$ cat config.mk
export PLATFORM = sky130hd
export DESIGN_NAME = tff_counter_ctrl_flat
export DESIGN_NICKNAME = d
export VERILOG_FILES = /design/src/rtl/tff_counter_ctrl_if.sv /design/src/rtl/tff_counter_ctrl.sv /design/src/flat_wrapper.sv
export SDC_FILE = /design/constraint.sdc
export NUM_CORES = 1
export LEC_CHECK = 0
export ABC_AREA = 1
export BUFFER_PORTS_ARGS = -buffer_cell sky130_fd_sc_hd__clkbuf_2
export CORE_ASPECT_RATIO = 0.7
export CORE_MARGIN = 4
export CORE_UTILIZATION = 30
export CTS_CLUSTER_DIAMETER = 100
export DETAILED_ROUTE_END_ITERATION = 8
export PLACE_DENSITY = 0.58
export SLEW_MARGIN = 10
export SYNTH_ARGS = -nofsm -noshare
export SYNTH_HDL_FRONTEND = slang
export SYNTH_SLANG_ARGS = --single-unit
export TNS_END_PERCENT = 100
$ cat constraint.sdc
create_clock -name clk -period 2.95 [get_ports clk]
set_input_delay 0.4425 -clock clk [delete_from_list [all_inputs] [get_ports clk]]
set_output_delay 0.4425 -clock clk [all_outputs]
set_load 0.05 [all_outputs]
$ cat src/rtl/tff_counter_ctrl_if.sv
// Control and observation bundle for the T flip-flop bank sequencer.
// The master side requests runs; the slave side is the controller.
interface tff_counter_ctrl_if #(
    parameter int WIDTH = 4
);
    logic             start;
    logic             pause;
    logic             up;
    logic [WIDTH-1:0] limit;
    logic [WIDTH-1:0] q;
    logic [WIDTH-1:0] qb;
    logic [WIDTH-1:0] t_vec;
    logic             busy;
    logic             done;

    modport master (
        output start, pause, up, limit,
        input  q, qb, t_vec, busy, done
    );

    modport slave (
        input  start, pause, up, limit,
        output q, qb, t_vec, busy, done
    );
endinterface

$ cat src/rtl/tff_counter_ctrl.sv
// Start/pause/done sequencer driving the toggle enables of a WIDTH-bit T-FF bank.
// The bank only ever changes through toggles, so loading is done by toggling q ^ load_val.
//
// state | meaning
// IDLE  | bank holds, waiting for start
// LOAD  | bank toggled to load_val
// COUNT | step toward end_val unless paused
// DONE  | one-cycle completion pulse
module tff_counter_ctrl #(
    parameter int WIDTH = 4
) (
    input  logic               clk,
    input  logic               rst,
    tff_counter_ctrl_if.slave  bus
);
    typedef enum logic [1:0] {
        IDLE  = 2'd0,
        LOAD  = 2'd1,
        COUNT = 2'd2,
        DONE  = 2'd3
    } state_t;

    state_t           state;
    state_t           state_nx;
    logic [WIDTH-1:0] q;
    logic [WIDTH-1:0] t_vec;
    logic [WIDTH-1:0] lim_r;
    logic             dir_r;
    logic [WIDTH-1:0] load_val;
    logic [WIDTH-1:0] end_val;
    logic [WIDTH-1:0] up_vec;
    logic [WIDTH-1:0] dn_vec;

    always_ff @(posedge clk or posedge rst) begin
        if (rst) begin
            state <= IDLE;
            q     <= '0;
            dir_r <= 1'b1;
            lim_r <= '0;
        end else begin
            state <= state_nx;
            q     <= q ^ t_vec;
            if (state == IDLE && bus.start) begin
                dir_r <= bus.up;
                lim_r <= bus.limit;
            end
        end
    end

    assign load_val = dir_r ? '0 : lim_r;
    assign end_val  = dir_r ? lim_r : '0;

    // Ripple-style increment/decrement toggle masks: bit i toggles when all lower bits are 1 (up) or 0 (down).
    always_comb begin
        logic acc_up;
        logic acc_dn;
        up_vec = '0;
        dn_vec = '0;
        acc_up = 1'b1;
        acc_dn = 1'b1;
        for (int i = 0; i < WIDTH; i++) begin
            up_vec[i] = acc_up;
            dn_vec[i] = acc_dn;
            acc_up    = acc_up & q[i];
            acc_dn    = acc_dn & ~q[i];
        end
    end

    always_comb begin
        state_nx = state;
        t_vec    = '0;
        case (state)
            IDLE: begin
                if (bus.start) state_nx = LOAD;
            end
            LOAD: begin
                t_vec    = q ^ load_val;
                state_nx = COUNT;
            end
            COUNT: begin
                if (bus.pause) begin
                    t_vec = '0;
                end else if (q == end_val) begin
                    state_nx = DONE;
                end else begin
                    t_vec = dir_r ? up_vec : dn_vec;
                end
            end
            DONE: begin
                state_nx = IDLE;
            end
            default: begin
                state_nx = IDLE;
            end
        endcase
    end

    assign bus.q     = q;
    assign bus.qb    = ~q;
    assign bus.t_vec = t_vec;
    assign bus.busy  = (state == LOAD) || (state == COUNT);
    assign bus.done  = (state == DONE);
endmodule

$ cat src/flat_wrapper.sv
// flat-port wrapper written by rule: the top's interface ports become plain ports
module tff_counter_ctrl_flat 
#(
    parameter int WIDTH = 4
)
  (clk, rst, bus_start, bus_pause, bus_up, bus_limit, bus_q, bus_qb, bus_t_vec, bus_busy, bus_done);
  tff_counter_ctrl_if #(.WIDTH(WIDTH)) bus_i ();
  input  logic clk;
  input  logic rst;
  input wire logic [$bits(bus_i.start)-1:0] bus_start;
  input wire logic [$bits(bus_i.pause)-1:0] bus_pause;
  input wire logic [$bits(bus_i.up)-1:0] bus_up;
  input wire logic [$bits(bus_i.limit)-1:0] bus_limit;
  output wire logic [$bits(bus_i.q)-1:0] bus_q;
  output wire logic [$bits(bus_i.qb)-1:0] bus_qb;
  output wire logic [$bits(bus_i.t_vec)-1:0] bus_t_vec;
  output wire logic [$bits(bus_i.busy)-1:0] bus_busy;
  output wire logic [$bits(bus_i.done)-1:0] bus_done;
  assign bus_i.start = bus_start;
  assign bus_i.pause = bus_pause;
  assign bus_i.up = bus_up;
  assign bus_i.limit = bus_limit;
  assign bus_q = bus_i.q;
  assign bus_qb = bus_i.qb;
  assign bus_t_vec = bus_i.t_vec;
  assign bus_busy = bus_i.busy;
  assign bus_done = bus_i.done;
  tff_counter_ctrl #(.WIDTH(WIDTH)) u_core (.clk(clk), .rst(rst), .bus(bus_i));
endmodule
==> impl_metrics.tcl, run 1 <==
set metrics [dict create \
    cts_setup_buffers 0 \
    gr-total-overflow 0 \
    status "complete, no violations" \
    synth_compound_area_share_pct 8.550 \
    synth.area.mux_share_pct 2.748 \
    vias_per_cell 4.417 \
    synth_top_family_by_area "simple AND/OR/NAND/NOR gates" \
    synth_top_area_cell "dfrtp_1" \
    routed_wirelength_um 1936 \
    synth_area_um2 819.5 \
    start_util_pct 32.35 \
    syn_inst 118 \
    r2r_slack_ns 1.37 \
    die_x_um 70.47 \
    cts_htree_levels 1 \
    slew_violations 0 \
    grt_pass1_vias 695 \
    rsz0062_at_grt "no" \
    worst_setup_path_start_kind "flip-flop" \
    first_pass_iters 4 \
    drv_cap 0 \
    dp_hpwl_um 1541 \
    row_count 15 \
    coreArea_um2 2534 \
    yosys.area_share.adder_pct 7.634 \
    cts_buffer_depth 2 \
    port_buffers 22 \
    synth_seq_cells 11 \
    worstPathArrival_ns 1.93 \
    startpoint "u_core.dir_r$_DFFE_PP1P_" \
    die_area_um2 3645 \
    dr_total_vias 773 \
    max_freq_mhz 421.4 \
    wl_per_cell_um 11.06 \
    setup_viol 0 \
    skew_ns 0.004233 \
    grt_antenna_before_repair 0 \
    cp-end-kind "output pin" \
    syn2layout_area_growth_pct 21.37 \
    ys_types 21 \
    r2r-start "u_core.dir_r$_DFFE_PP1P_" \
    cts_tree "done" \
    syn_nets 132 \
    worst_pin_slew_ns 0.4394 \
    gp_congestion 0.7984 \
    netlist.area_leader.share_pct 30.53 \
    die_h_um 51.73 \
    r2r_end "u_core.bus.q[3]$_DFF_PP0_" \
    syn_avg_cell_area_um2 6.945 \
    io_pins 23 \
    grt_pass1_wl_um 3346 \
    cts_resized 0 \
    ys_warn_count 0 \
    cp.required_ns 2.51 \
    cts_buffers 3 \
    final_antenna_net_count 0 \
    crit_type "flip-flop to output pin" \
    seq_area_frac_synth_pct 33.74 \
    ctsHoldBuffers 0 \
    synth_xor_area_share_pct 2.137 \
    layout_commonest_cell "nand2_1" \
    hold_viol_final 0 \
    track_usage_pct 12.15 \
    drive_gt1_share_pct 27.66 \
    r2r_cells 9 \
    maxSlewHeadroom_pct 70.68 \
    drcViolationCount 0 \
    clock-root-buffer "clkbuf_8" \
    grt_max_degree 14 \
    antenna_cells 0 \
    final_nets 156 \
    fin_crit_ns 2.373 \
    crit_path_max_fanout 13 \
    hp-class "primary input to async pin" \
    cts.clk_slew.worst_paths_ns 0.05 \
    setup_tns_ns 0 \
    final_cell_mix "nand2_1 (36), clkbuf_2 (22), inv_1 (16), nand3_1 (14), dfrtp_1 (10)" \
    drt_iter0_markers 38 \
    cts_sinks 11 \
    ys_top_cells_by_area "dfrtp_1 (31%), nand2_1 (16%), nand3_1 (8.5%)" \
    synthSimpleGateAreaFrac_pct 33.59 \
    finalCritPeriodShare_pct 80.44 \
    worstSkewPairLatency_ns 0.24 \
]
[final cells by class]
class / count / area, µm²
Clock buffer: 3 / 41.29
Clock inverter: 1 / 5.005
Fill cell: 267 / 1539
Inverter: 19 / 71.32
Multi-Input combinational cell: 85 / 447.9
Sequential cell: 11 / 276.5
Tap cell: 34 / 42.54
Timing Repair Buffer: 22 / 110.1
[state kept, by name, summed over array words and instances (netlist names)]
name	cells
u_core.lim_r	4
u_core.bus.q	4
u_core.state	2
u_core.dir_r	1
[worst max-delay path, cell delays in order, from the launching register on]
cell	delay [ns]
dfstp_2	0.69
inv_2	0.13
o21ai_0	0.09
o21ai_1	0.10
nor2_1	0.09
nand3_1	0.09
nand2_1	0.10
nand2_1	0.07
inv_1	0.06
clkbuf_2	0.27
[Yosys cell counts (all sizes together)]
library cell  count
o21ai             8
xnor2             1
nand3            15
a21oi             3
mux2              2
dfrtp            10
a21boi            2
nand2            40
xor2              1
buf               3
inv              19
dfstp             1
nor2              8
ha                5
[metal layers]
layer  up-vias  GRT usage (%)  routed length, µm
met4         0          5.732                 32
met5         -              0                  0
met2        22          17.70                801
met3         4          4.247                121
li1        409              -                  -
met1       338          16.04                981
[stage by stage]
step / utilization, % / hold slack [ns] / setup slack (ns) / std cells / cell area [µm²]
floorplan: - / 0.2942 / 0.6284 / 118 / 819.5
detailed placement: 37.43 / 0.4459 / 0.8442 / 171 / 948.4
global placement: 37.43 / 0.4584 / 0.8642 / 171 / 948.4
finish: 39.26 / 0.1690 / 0.5769 / 175 / 994.7
CTS: 39.26 / 0.1818 / 0.5703 / 175 / 994.7
global route: 39.26 / 0.2295 / 0.4190 / 175 / 994.7
[cells by family after synthesis]
group | Yosys count
AOI/OAI and AO/OA | 13
xor gates and xnor gates | 2
adders and majority gates | 5
buffers and inverters | 22
DFF | 11
muxes | 2
and+or+nand+nor | 63
[worst max path at each step]
stage,end,slack [ns],cells past startpoint
2_1_floorplan,bus_t_vec[1],0.63,9
4_1_cts,bus_t_vec[3],0.57,9
5_1_grt,bus_t_vec[3],0.42,9
3_5_place_dp,bus_t_vec[3],0.84,9
3_3_place_gp,bus_t_vec[3],0.86,9
6_report,bus_t_vec[3],0.58,9
Power of run 1 is left out: the tool's default activity adds up to more than one toggle a clock period on the data nets, which glitch-free logic cannot reach.
==> run 2, diff against run 1 <==
--- a/config.mk
+++ b/config.mk
@@ -12,7 +12,7 @@
 export CORE_UTILIZATION = 30
 export CTS_CLUSTER_DIAMETER = 100
 export DETAILED_ROUTE_END_ITERATION = 8
-export PLACE_DENSITY = 0.58
+export PLACE_DENSITY = 0.6
 export SLEW_MARGIN = 10
 export SYNTH_ARGS = -nofsm -noshare
 export SYNTH_HDL_FRONTEND = slang
==> constraint.sdc (replaced) <==
create_clock -name clk -period 2 [get_ports clk]
set_input_delay 0.3 -clock clk [delete_from_list [all_inputs] [get_ports clk]]
set_output_delay 0.3 -clock clk [all_outputs]
set_load 0.05 [all_outputs]
==> impl_metrics.tcl, run 2 (synthesis results as in run 1) <==
set metrics [dict create \
    hp-class "primary input to async pin" \
    fin_crit_ns 2.115 \
    dp_hpwl_um 1610 \
    wl_per_cell_um 11.83 \
    grt_use_met2_pct 19.88 \
    die_h_um 51.73 \
    cts_htree_levels 1 \
    drt_iter0_markers 26 \
    grt_max_degree 12 \
    drive_gt1_share_pct 44.30 \
    status "finished with violations" \
    gp_congestion 0.8121 \
    die_area_um2 3645 \
    startpoint "u_core.dir_r$_DFFE_PP1P_" \
    r2r_slack_ns 0.35 \
    multi_input_area_um2 485.5 \
    crit_type "flip-flop to output pin" \
    drcViolationCount 0 \
    first_pass_iters 4 \
    r2r-start "u_core.dir_r$_DFFE_PP1P_" \
    cts_sinks 11 \
    cts_buffers 3 \
    grt_pass1_vias 759 \
    cts_buffer_depth 2 \
    drv_cap 0 \
    layout_commonest_cell "nand2_1" \
    use_met1_pct 15.53 \
    setup_viol 4 \
    cp.required_ns 1.70 \
    final_antenna_net_count 0 \
    reg_top3 "u_core.bus.q (4), u_core.lim_r (4), u_core.state (2)" \
    finalCritPeriodShare_pct 105.8 \
    hold_viol_final 0 \
    row_count 15 \
    dr_total_vias 835 \
    worst_setup_path_start_kind "flip-flop" \
    nFillCells 254 \
    cp-end-kind "output pin" \
    grt.met3_usage_pct 5.212 \
    final_cell_mix "nand2_1 (30), clkbuf_2 (18), inv_1 (11), nand3_1 (11), nand2_2 (10)" \
    gr-total-overflow 0 \
    routed_wirelength_um 2164 \
    coreArea_um2 2534 \
    setup_slack_ns -0.1153 \
    clock-root-buffer "clkbuf_8" \
    syn2layout_area_growth_pct 41.53 \
    io_pins 23 \
    worstSkewPairLatency_ns 0.24 \
    slew_violations 0 \
    rsz0062_at_grt "yes" \
    worst_pin_slew_ns 0.4472 \
    cts_tree "done" \
    crit_path_max_fanout 5 \
    cts.clk_slew.worst_paths_ns 0.05 \
    seqCellArea_um2 281.5 \
    track_usage_pct 12.56 \
    final_nets 164 \
    max_freq_mhz 472.7 \
    worstPathArrival_ns 1.82 \
    failed_checks "setup timing" \
    die_x_um 70.47 \
    antenna_cells 0 \
    maxSlewHeadroom_pct 70.15 \
    setup_tns_ns -0.2982 \
    skew_ns 0.002233 \
    port_buffers 22 \
    busiest_layer "met2" \
    grt_pass1_wl_um 3498 \
    start_util_pct 32.35 \
    grt_antenna_before_repair 0 \
    vias_per_cell 4.563 \
]
run 2: changes by cell type in the layout (fill, tap and decap cells not counted), sizes merged:
| cell | delta |
|---|---|
| clkbuf | -4 |
| clkinvlp | +4 |
| buf | +12 |
| inv | -4 |
run 2: layout make-up:
cell class / instances / area share [%]
multi-input combinational: 85 / 41.86
sequential: 11 / 24.27
timing repair buffer: 30 / 18.77
inverter: 19 / 7.443
tap: 34 / 3.668
clock buffer: 3 / 3.560
clock inverter: 1 / 0.4315
run 2: routing by layer:
| metal | up-vias | part of all wire [%] |
|---|---|---|
| met5 | - | 0 |
| met3 | 2 | 7.0 |
| met2 | 28 | 49 |
| met4 | 0 | 0.60 |
| met1 | 374 | 44 |
| li1 | 431 | - |
run 2: final timing paths:
path / end / depth (start not counted)
worst max-delay path: bus_t_vec[1] / 11
worst min-delay path: u_core.state[0]$_DFFE_PP0P_ / 2
worst max register to register: u_core.bus.q[3]$_DFF_PP0_ / 11
worst min register to register: u_core.state[1]$_DFFE_PP0P_ / 2
max in group asynchronous: u_core.dir_r$_DFFE_PP1P_ / 2
min in group clk: u_core.lim_r[1]$_DFFE_PP0P_ / 2
run 2: repair_timing:
item / in CTS / in global routing
pin swaps: 1 / 1
buffers inserted: 6 / 1
endpoints found under the setup margin: 4 / 4
gates resized for setup: 13 / 10
hold buffers: 0 / 0
run 2: through the flow:
step	cell area (µm²)	util, %	std cells	hold WS (ns)	setup WS [ns]
floorplan	859.6	-	118	0.1515	-0.04123
global placement	996.0	39.31	172	0.3160	0.06426
detailed placement	996.0	39.31	172	0.3089	0.02217
CTS	1134	44.74	182	0.04779	-0.09365
global route	1160	45.78	183	0.07707	-0.2239
finish	1160	45.78	183	0.02973	-0.1153
run 2: worst max-delay path, cell delays in order, from the launching register on:
cell and delay (ns):
dfstp_2 0.58, buf_4 0.13, nand2_1 0.06, nand2_2 0.08, nand2_2 0.06, nor2_2 0.09
nand2_2 0.10, nand3_2 0.08, nand2_2 0.06, nand2_2 0.10, clkinvlp_4 0.09, buf_8 0.15
Power of run 2 is left out for the same reason.
